$ cat src/rtl/mv_mult_scheduler_pkg.sv
// Shared types and packing constants for the matrix-vector scheduler.
// Operand/result layouts match the engine port packing byte for byte.
package mv_pkg;
    localparam int ELEM_W = 8;
    localparam int RES_W  = 16;
    localparam int A_W    = 9 * ELEM_W;
    localparam int B_W    = 3 * ELEM_W;
    localparam int C_W    = 3 * RES_W;

    localparam int A11_OFF = 0 * ELEM_W;
    localparam int A12_OFF = 1 * ELEM_W;
    localparam int A13_OFF = 2 * ELEM_W;
    localparam int A21_OFF = 3 * ELEM_W;
    localparam int A22_OFF = 4 * ELEM_W;
    localparam int A23_OFF = 5 * ELEM_W;
    localparam int A31_OFF = 6 * ELEM_W;
    localparam int A32_OFF = 7 * ELEM_W;
    localparam int A33_OFF = 8 * ELEM_W;
    localparam int B1_OFF  = 0 * ELEM_W;
    localparam int B2_OFF  = 1 * ELEM_W;
    localparam int B3_OFF  = 2 * ELEM_W;
    localparam int C1_OFF  = 0 * RES_W;
    localparam int C2_OFF  = 1 * RES_W;
    localparam int C3_OFF  = 2 * RES_W;

    typedef enum logic [2:0] {
        IDLE  = 3'd0,
        ISSUE = 3'd1,
        ARM   = 3'd2,
        WAIT  = 3'd3,
        RESP  = 3'd4
    } state_e;
endpackage

$ cat src/rtl/mv_mult_scheduler_if.sv
// Client request/response and engine start/done signals of the scheduler.
// master = clients plus engine side, slave = the scheduler itself.
interface mv_mult_scheduler_if
    import mv_pkg::*;
#(
    parameter int N_REQ = 4
);
    localparam int ID_W = $clog2(N_REQ);

    logic [N_REQ-1:0]     req;
    logic [N_REQ*A_W-1:0] req_a;
    logic [N_REQ*B_W-1:0] req_b;
    logic [N_REQ-1:0]     gnt;
    logic                 rsp_valid;
    logic                 rsp_ready;
    logic [ID_W-1:0]      rsp_id;
    logic [C_W-1:0]       rsp_c;
    logic                 rsp_err;
    logic                 busy;
    logic                 eng_start;
    logic [A_W-1:0]       eng_a;
    logic [B_W-1:0]       eng_b;
    logic                 eng_done;
    logic [C_W-1:0]       eng_c;

    modport master (
        output req, req_a, req_b, rsp_ready, eng_done, eng_c,
        input  gnt, rsp_valid, rsp_id, rsp_c, rsp_err, busy, eng_start, eng_a, eng_b
    );

    modport slave (
        input  req, req_a, req_b, rsp_ready, eng_done, eng_c,
        output gnt, rsp_valid, rsp_id, rsp_c, rsp_err, busy, eng_start, eng_a, eng_b
    );
endinterface

$ cat src/rtl/mv_mult_scheduler_rr_arbiter.sv
// Combinational round-robin pick: first set request at or above the pointer, with wrap.
// The pointer register is owned by the caller.
module rr_arbiter #(
    parameter int N_REQ = 4,
    parameter int ID_W  = $clog2(N_REQ)
) (
    input  logic [N_REQ-1:0] i_req,
    input  logic [ID_W-1:0]  i_ptr,
    input  logic             i_en,
    output logic [N_REQ-1:0] o_gnt,
    output logic [ID_W-1:0]  o_idx,
    output logic             o_vld
);
    logic w_found;

    always_comb begin
        w_found = 1'b0;
        o_idx   = '0;
        for (int k = 0; k < N_REQ; k++) begin
            if (!w_found && i_req[(int'(i_ptr) + k) % N_REQ]) begin
                w_found = 1'b1;
                o_idx   = ID_W'((int'(i_ptr) + k) % N_REQ);
            end
        end
        o_vld = w_found && i_en;
        o_gnt = '0;
        if (o_vld) o_gnt[o_idx] = 1'b1;
    end
endmodule

$ cat src/rtl/mv_mult_scheduler.sv
// Shares one 3x3 matrix-vector engine among N_REQ clients: round-robin grant,
// operand capture, engine start/done sequencing with timeout, valid/ready response.
module mv_mult_scheduler
    import mv_pkg::*;
#(
    parameter int N_REQ   = 4,
    parameter int TIMEOUT = 64
) (
    input  logic                clk,
    input  logic                rst,
    mv_mult_scheduler_if.slave  bus
);
    localparam int ID_W  = $clog2(N_REQ);
    localparam int CNT_W = $clog2(TIMEOUT);
    localparam logic [CNT_W-1:0] CNT_LAST = CNT_W'(TIMEOUT - 1);

    state_e           r_state;
    state_e           w_next;
    logic [ID_W-1:0]  r_ptr;
    logic [ID_W-1:0]  r_id;
    logic [ID_W-1:0]  w_win;
    logic [N_REQ-1:0] w_gnt;
    logic             w_any;
    logic [CNT_W-1:0] r_cnt;
    logic [A_W-1:0]   r_a;
    logic [B_W-1:0]   r_b;
    logic [C_W-1:0]   r_c;
    logic             r_err;

    // Grants are suppressed under reset so nothing is captured on a reset edge.
    rr_arbiter #(.N_REQ(N_REQ), .ID_W(ID_W)) u_arb (
        .i_req (bus.req),
        .i_ptr (r_ptr),
        .i_en  ((r_state == IDLE) && !rst),
        .o_gnt (w_gnt),
        .o_idx (w_win),
        .o_vld (w_any)
    );

    always_ff @(posedge clk) begin
        if (rst) r_state <= IDLE;
        else     r_state <= w_next;
    end

    always_comb begin
        w_next        = r_state;
        bus.eng_start = 1'b0;
        bus.rsp_valid = 1'b0;
        bus.busy      = 1'b1;
        case (r_state)
            IDLE: begin
                bus.busy = 1'b0;
                if (w_any) w_next = ISSUE;
            end
            ISSUE: begin
                bus.eng_start = 1'b1;
                w_next        = ARM;
            end
            // done is still high from the previous operation here; skip it
            ARM:  w_next = WAIT;
            WAIT: if (bus.eng_done || (r_cnt == CNT_LAST)) w_next = RESP;
            RESP: begin
                bus.rsp_valid = 1'b1;
                if (bus.rsp_ready) w_next = IDLE;
            end
            default: w_next = IDLE;
        endcase
    end

    always_ff @(posedge clk) begin
        if (rst) begin
            r_ptr <= '0;
            r_id  <= '0;
            r_cnt <= '0;
            r_a   <= '0;
            r_b   <= '0;
            r_c   <= '0;
            r_err <= 1'b0;
        end else begin
            case (r_state)
                IDLE: if (w_any) begin
                    r_a   <= bus.req_a[int'(w_win)*A_W +: A_W];
                    r_b   <= bus.req_b[int'(w_win)*B_W +: B_W];
                    r_id  <= w_win;
                    r_ptr <= (w_win == ID_W'(N_REQ - 1)) ? '0 : w_win + 1'b1;
                end
                ARM: r_cnt <= '0;
                WAIT: begin
                    // done takes priority over a coincident timeout
                    if (bus.eng_done) begin
                        r_c   <= bus.eng_c;
                        r_err <= 1'b0;
                    end else if (r_cnt == CNT_LAST) begin
                        r_c   <= '0;
                        r_err <= 1'b1;
                    end else begin
                        r_cnt <= r_cnt + 1'b1;
                    end
                end
                default: ;
            endcase
        end
    end

    assign bus.gnt     = w_gnt;
    assign bus.rsp_id  = r_id;
    assign bus.rsp_c   = r_c;
    assign bus.rsp_err = r_err;
    assign bus.eng_a   = r_a;
    assign bus.eng_b   = r_b;
endmodule

$ cat src/flat_wrapper.sv
// flat-port wrapper written by rule: the top's interface ports become plain ports
module mv_mult_scheduler_flat import mv_pkg::*;
#(
    parameter int N_REQ   = 4,
    parameter int TIMEOUT = 64
)
  (clk, rst, bus_req, bus_req_a, bus_req_b, bus_rsp_ready, bus_eng_done, bus_eng_c, bus_gnt, bus_rsp_valid, bus_rsp_id, bus_rsp_c, bus_rsp_err, bus_busy, bus_eng_start, bus_eng_a, bus_eng_b);
  mv_mult_scheduler_if #(.N_REQ(N_REQ)) bus_i ();
  input  logic clk;
  input  logic rst;
  input wire logic [$bits(bus_i.req)-1:0] bus_req;
  input wire logic [$bits(bus_i.req_a)-1:0] bus_req_a;
  input wire logic [$bits(bus_i.req_b)-1:0] bus_req_b;
  input wire logic [$bits(bus_i.rsp_ready)-1:0] bus_rsp_ready;
  input wire logic [$bits(bus_i.eng_done)-1:0] bus_eng_done;
  input wire logic [$bits(bus_i.eng_c)-1:0] bus_eng_c;
  output wire logic [$bits(bus_i.gnt)-1:0] bus_gnt;
  output wire logic [$bits(bus_i.rsp_valid)-1:0] bus_rsp_valid;
  output wire logic [$bits(bus_i.rsp_id)-1:0] bus_rsp_id;
  output wire logic [$bits(bus_i.rsp_c)-1:0] bus_rsp_c;
  output wire logic [$bits(bus_i.rsp_err)-1:0] bus_rsp_err;
  output wire logic [$bits(bus_i.busy)-1:0] bus_busy;
  output wire logic [$bits(bus_i.eng_start)-1:0] bus_eng_start;
  output wire logic [$bits(bus_i.eng_a)-1:0] bus_eng_a;
  output wire logic [$bits(bus_i.eng_b)-1:0] bus_eng_b;
  assign bus_i.req = bus_req;
  assign bus_i.req_a = bus_req_a;
  assign bus_i.req_b = bus_req_b;
  assign bus_i.rsp_ready = bus_rsp_ready;
  assign bus_i.eng_done = bus_eng_done;
  assign bus_i.eng_c = bus_eng_c;
  assign bus_gnt = bus_i.gnt;
  assign bus_rsp_valid = bus_i.rsp_valid;
  assign bus_rsp_id = bus_i.rsp_id;
  assign bus_rsp_c = bus_i.rsp_c;
  assign bus_rsp_err = bus_i.rsp_err;
  assign bus_busy = bus_i.busy;
  assign bus_eng_start = bus_i.eng_start;
  assign bus_eng_a = bus_i.eng_a;
  assign bus_eng_b = bus_i.eng_b;
  mv_mult_scheduler #(.N_REQ(N_REQ), .TIMEOUT(TIMEOUT)) u_core (.clk(clk), .rst(rst), .bus(bus_i));
endmodule
$ cat config.mk
export PLATFORM = sky130hd
export DESIGN_NAME = mv_mult_scheduler_flat
export DESIGN_NICKNAME = d
export VERILOG_FILES = /design/src/rtl/mv_mult_scheduler_pkg.sv /design/src/rtl/mv_mult_scheduler_if.sv /design/src/rtl/mv_mult_scheduler_rr_arbiter.sv /design/src/rtl/mv_mult_scheduler.sv /design/src/flat_wrapper.sv
export SDC_FILE = /design/constraint.sdc
export NUM_CORES = 1
export LEC_CHECK = 0
export ABC_CLOCK_PERIOD_IN_PS = 1800
export CORE_AREA = 4 4 232 234
export DETAILED_ROUTE_END_ITERATION = 16
export DIE_AREA = 0 0 236 238
export GPL_TIMING_DRIVEN = 0
export PLACE_DENSITY = 0.42
export SLEW_MARGIN = 30
export SYNTH_ARGS = -nofsm -noshare
export SYNTH_HDL_FRONTEND = slang
export SYNTH_SLANG_ARGS = --single-unit
$ cat constraint.sdc
create_clock -name clk -period 1.8 [get_ports clk]
set_input_delay 0.27 -clock clk [delete_from_list [all_inputs] [get_ports clk]]
set_output_delay 0.27 -clock clk [all_outputs]
set_load 0.05 [all_outputs]
==> impl_metrics.env, run 1 <==
export IMPL_status="finished, violations left"
export IMPL_failed_checks="setup timing"
export IMPL_layout_commonest_cell="clkdlybuf4s50_1"
export IMPL_path_buf_inv=3
export IMPL_final_critical_path_setup_slack_ps=-601
export IMPL_path_max_fanout=3
export IMPL_cpMostUsedCell="buf_12"
export IMPL_htreeDepth=4
export IMPL_utilization_pct=33.9
export IMPL_initial_utilization_pct=16.5
export IMPL_hold_buffers=0
export IMPL_antenna_found_initial=12
export IMPL_dieArea_sq_um=56200
export IMPL_finClkSkew_ps=12.7
export IMPL_die_w_microns=236
export IMPL_powerDensity_nw_per_um2=824
export IMPL_synth_main_ff_cell="dfxtp_1"
export IMPL_final_area_sq_um=17600
export IMPL_maxSlewViolCount=0
export IMPL_synth_edf_count=0
export IMPL_synth_top_area_share_pct=36.9
export IMPL_grt_first_pass_wirelength_microns=75100
export IMPL_maxCapViolCount=0
export IMPL_yosys_warnings=0
export IMPL_ys_ff_latch=158
export IMPL_grt_start_max_net_pins=17
export IMPL_root_buffer="clkbuf_16"
export IMPL_fmax_ghz=0.417
export IMPL_synth_area_leaders="dfxtp_1 (37%), mux2i_1 (11%), o211ai_1 (8.4%)"
export IMPL_rsz0062_at_grt="true"
export IMPL_yosysSeqAreaShare_pct=36.9
export IMPL_synth_top_area_cell="dfxtp_1"
export IMPL_layout_min_cycle_time_ps=2400
export IMPL_ys_async_sr_fraction_pct=0
export IMPL_viasPerCell=4.39
export IMPL_slew_limit_headroom_pct=56.1
export IMPL_hold_violations=0
export IMPL_min_path_cells=2
export IMPL_required_ps=1530
export IMPL_grt_ovfl_total=0
export IMPL_grt_use_total_pct=18.1
export IMPL_die_h_microns=238
export IMPL_vias=10481
export IMPL_core_area_sq_um=52000
export IMPL_cts_sinks=158
export IMPL_area_delta_synth_final_pct=106
export IMPL_crit_slowest_cell="or4b_4"
export IMPL_place_gp_congestion=0.818
export IMPL_route_detailed_drc=0
export IMPL_cts_tree="yes"
export IMPL_final_cell_mix="clkdlybuf4s50_1 (434), dfxtp_1 (151), dlygate4sd2_1 (149)"
export IMPL_wl_per_cell_microns=22.6
export IMPL_syn_nets=1470
export IMPL_dp_hpwl_microns=42500
export IMPL_peakVddDrop_mv=0.689
export IMPL_cpPeakStageDelay_ps=510
export IMPL_synth_area_per_cell_sq_um=8.35
export IMPL_cts_clk_slew_worst_paths_ps=70
export IMPL_path_class="reg2out"
export IMPL_place_area_sq_um=15400
export IMPL_worst_slew_pin_slew_ps=661
export IMPL_drive_gt1_share_pct=18.4
export IMPL_cp_depth=8
export IMPL_routed_wl_microns=53900
export IMPL_arrival_ps=2130
export IMPL_synth_distinct_cells=40
export IMPL_post_place_ws_ps=-1600
export IMPL_synth_cell_area_sq_um=8560
export IMPL_hold_ws_ps=393
export IMPL_synthCells=1025
export IMPL_crit_family="simple AND/OR/NAND/NOR gates"
export IMPL_cts_buffers=17
export IMPL_crit_chain="nor2b_4 -> or4b_4 -> nand2_4 -> inv_8 -> buf_12 -> ha_4 -> and3_4 -> buf_12"
export IMPL_setup_viol=100
export IMPL_total_power_w=0.0145
export IMPL_r2r_cells=10
export IMPL_min_path_type="in2reg"
export IMPL_startpoint_type="register"
export IMPL_post_route_period_util_pct=133
export IMPL_cts_max_path_buffers=2
export IMPL_rows=84
export IMPL_p_leak_nw=7.45
export IMPL_ant_nets=0
export IMPL_first_iter_violations=379
export IMPL_clk_latency_ps=490
export IMPL_dr_pass1_iters=7
export IMPL_grt_pass1_vias=10951
export IMPL_nets=2120
export IMPL_io_buffers=592
export IMPL_cp_end_kind="primary output"
export IMPL_num_io_pins=594
routing by layer:
metal	wire, microns	GRT usage [%]
met5	0	0
met4	1190	6.14
met3	3520	5.80
met2	27100	31.6
met1	22000	21.1
report_power, final:
group	leakage, nW	internal (W)	switching [W]
Clock	0.258	0.00198	0.00172
Combinational	5.89	0.00290	0.00377
Sequential	1.30	0.00393	0.000242
Total	7.45	0.00881	0.00573
cell type report:
type	count	area (sq um)
Antenna cell	11	27.5
Buffer	100	1090
Clock buffer	24	472
Clock inverter	8	82.6
Fill cell	5553	34400
Inverter	7	33.8
Multi-Input combinational cell	757	5630
Sequential cell	158	3170
Tap cell	688	861
Timing Repair Buffer	634	6260
flip-flops by register name, summed over array words and instances (netlist names):
| register | flops |
|---|---|
| u_core.r_state | 3 |
| u_core.bus.rsp_err | 1 |
| u_core.r_ptr | 2 |
| u_core.bus.rsp_c | 48 |
| u_core.bus.rsp_id | 2 |
| u_core.bus.eng_a | 72 |
| u_core.r_cnt | 6 |
| u_core.bus.eng_b | 24 |
per-stage QoR:
step / TNS, ps / cells
finish: -30870 / 2387
global route: -38300 / 2385
CTS: -47490 / 2367
detailed placement: -140030 / 2305
global placement: -140820 / 2305
floorplan: -5620 / 1025
worst register-to-register path: cells and delay by family (launching register included):
family	cells	cell delay, ps
buffers and inverters	5	740
AND/OR/NAND/NOR	3	710
flip-flops	1	380
AO/OA/AOI/OAI	2	240
timing repair:
item | in CTS | in global routing
cloned | 8 | 5
hold endpoints to repair | 0 | 0
pin swaps | 17 | 84
setup endpoints to repair | 301 | 153
setup buffers | 24 | 9
gates resized for setup | 457 | 223
logic make-up after synthesis:
| family | count (synthesis) | share of synthesized area, % |
|---|---|---|
| XOR/XNOR | 1 | 0.102 |
| adder cells (fa/ha/maj) | 5 | 0.731 |
| AND/OR/NAND/NOR | 297 | 17.0 |
| buffers and inverters | 110 | 5.45 |
| multiplexers | 98 | 11.5 |
| AO/OA/AOI/OAI | 356 | 28.3 |
| flip-flops | 158 | 36.9 |
cells in the mapped netlist (2+ instances only):
master	number
o21ai_0	4
o21ai_1	89
a21boi_0	95
inv_1	6
or3_1	2
ha_1	5
a22oi_1	49
buf_6	4
nor3_1	4
nand2_1	108
o211ai_1	96
clkbuf_1	82
and3_1	103
a211o_1	3
nor2_1	58
nor2b_1	5
a21oi_1	8
dfxtp_1	158
buf_2	16
o21bai_1	7
mux2i_1	98
nand3_1	7
worst paths after layout:
kind / startpoint / endpoint / slack (ps)
max: u_core.r_ptr[0] / bus_gnt[2] / -600
max reg2reg: u_core.r_ptr[0] / u_core.bus.eng_a[53] / -390
min reg2reg: u_core.bus.rsp_id[1] / u_core.bus.rsp_id[1] / 440
min: rst / u_core.r_state[1] / 390
Note: power is estimated with default switching activity, not from simulation.
==> run 2, diff against run 1 <==
- CTS_CLUSTER_DIAMETER: default -> 80
==> results of run 2 <==
Same layout as run 1: the final DEF is identical, and so are final timing and power.
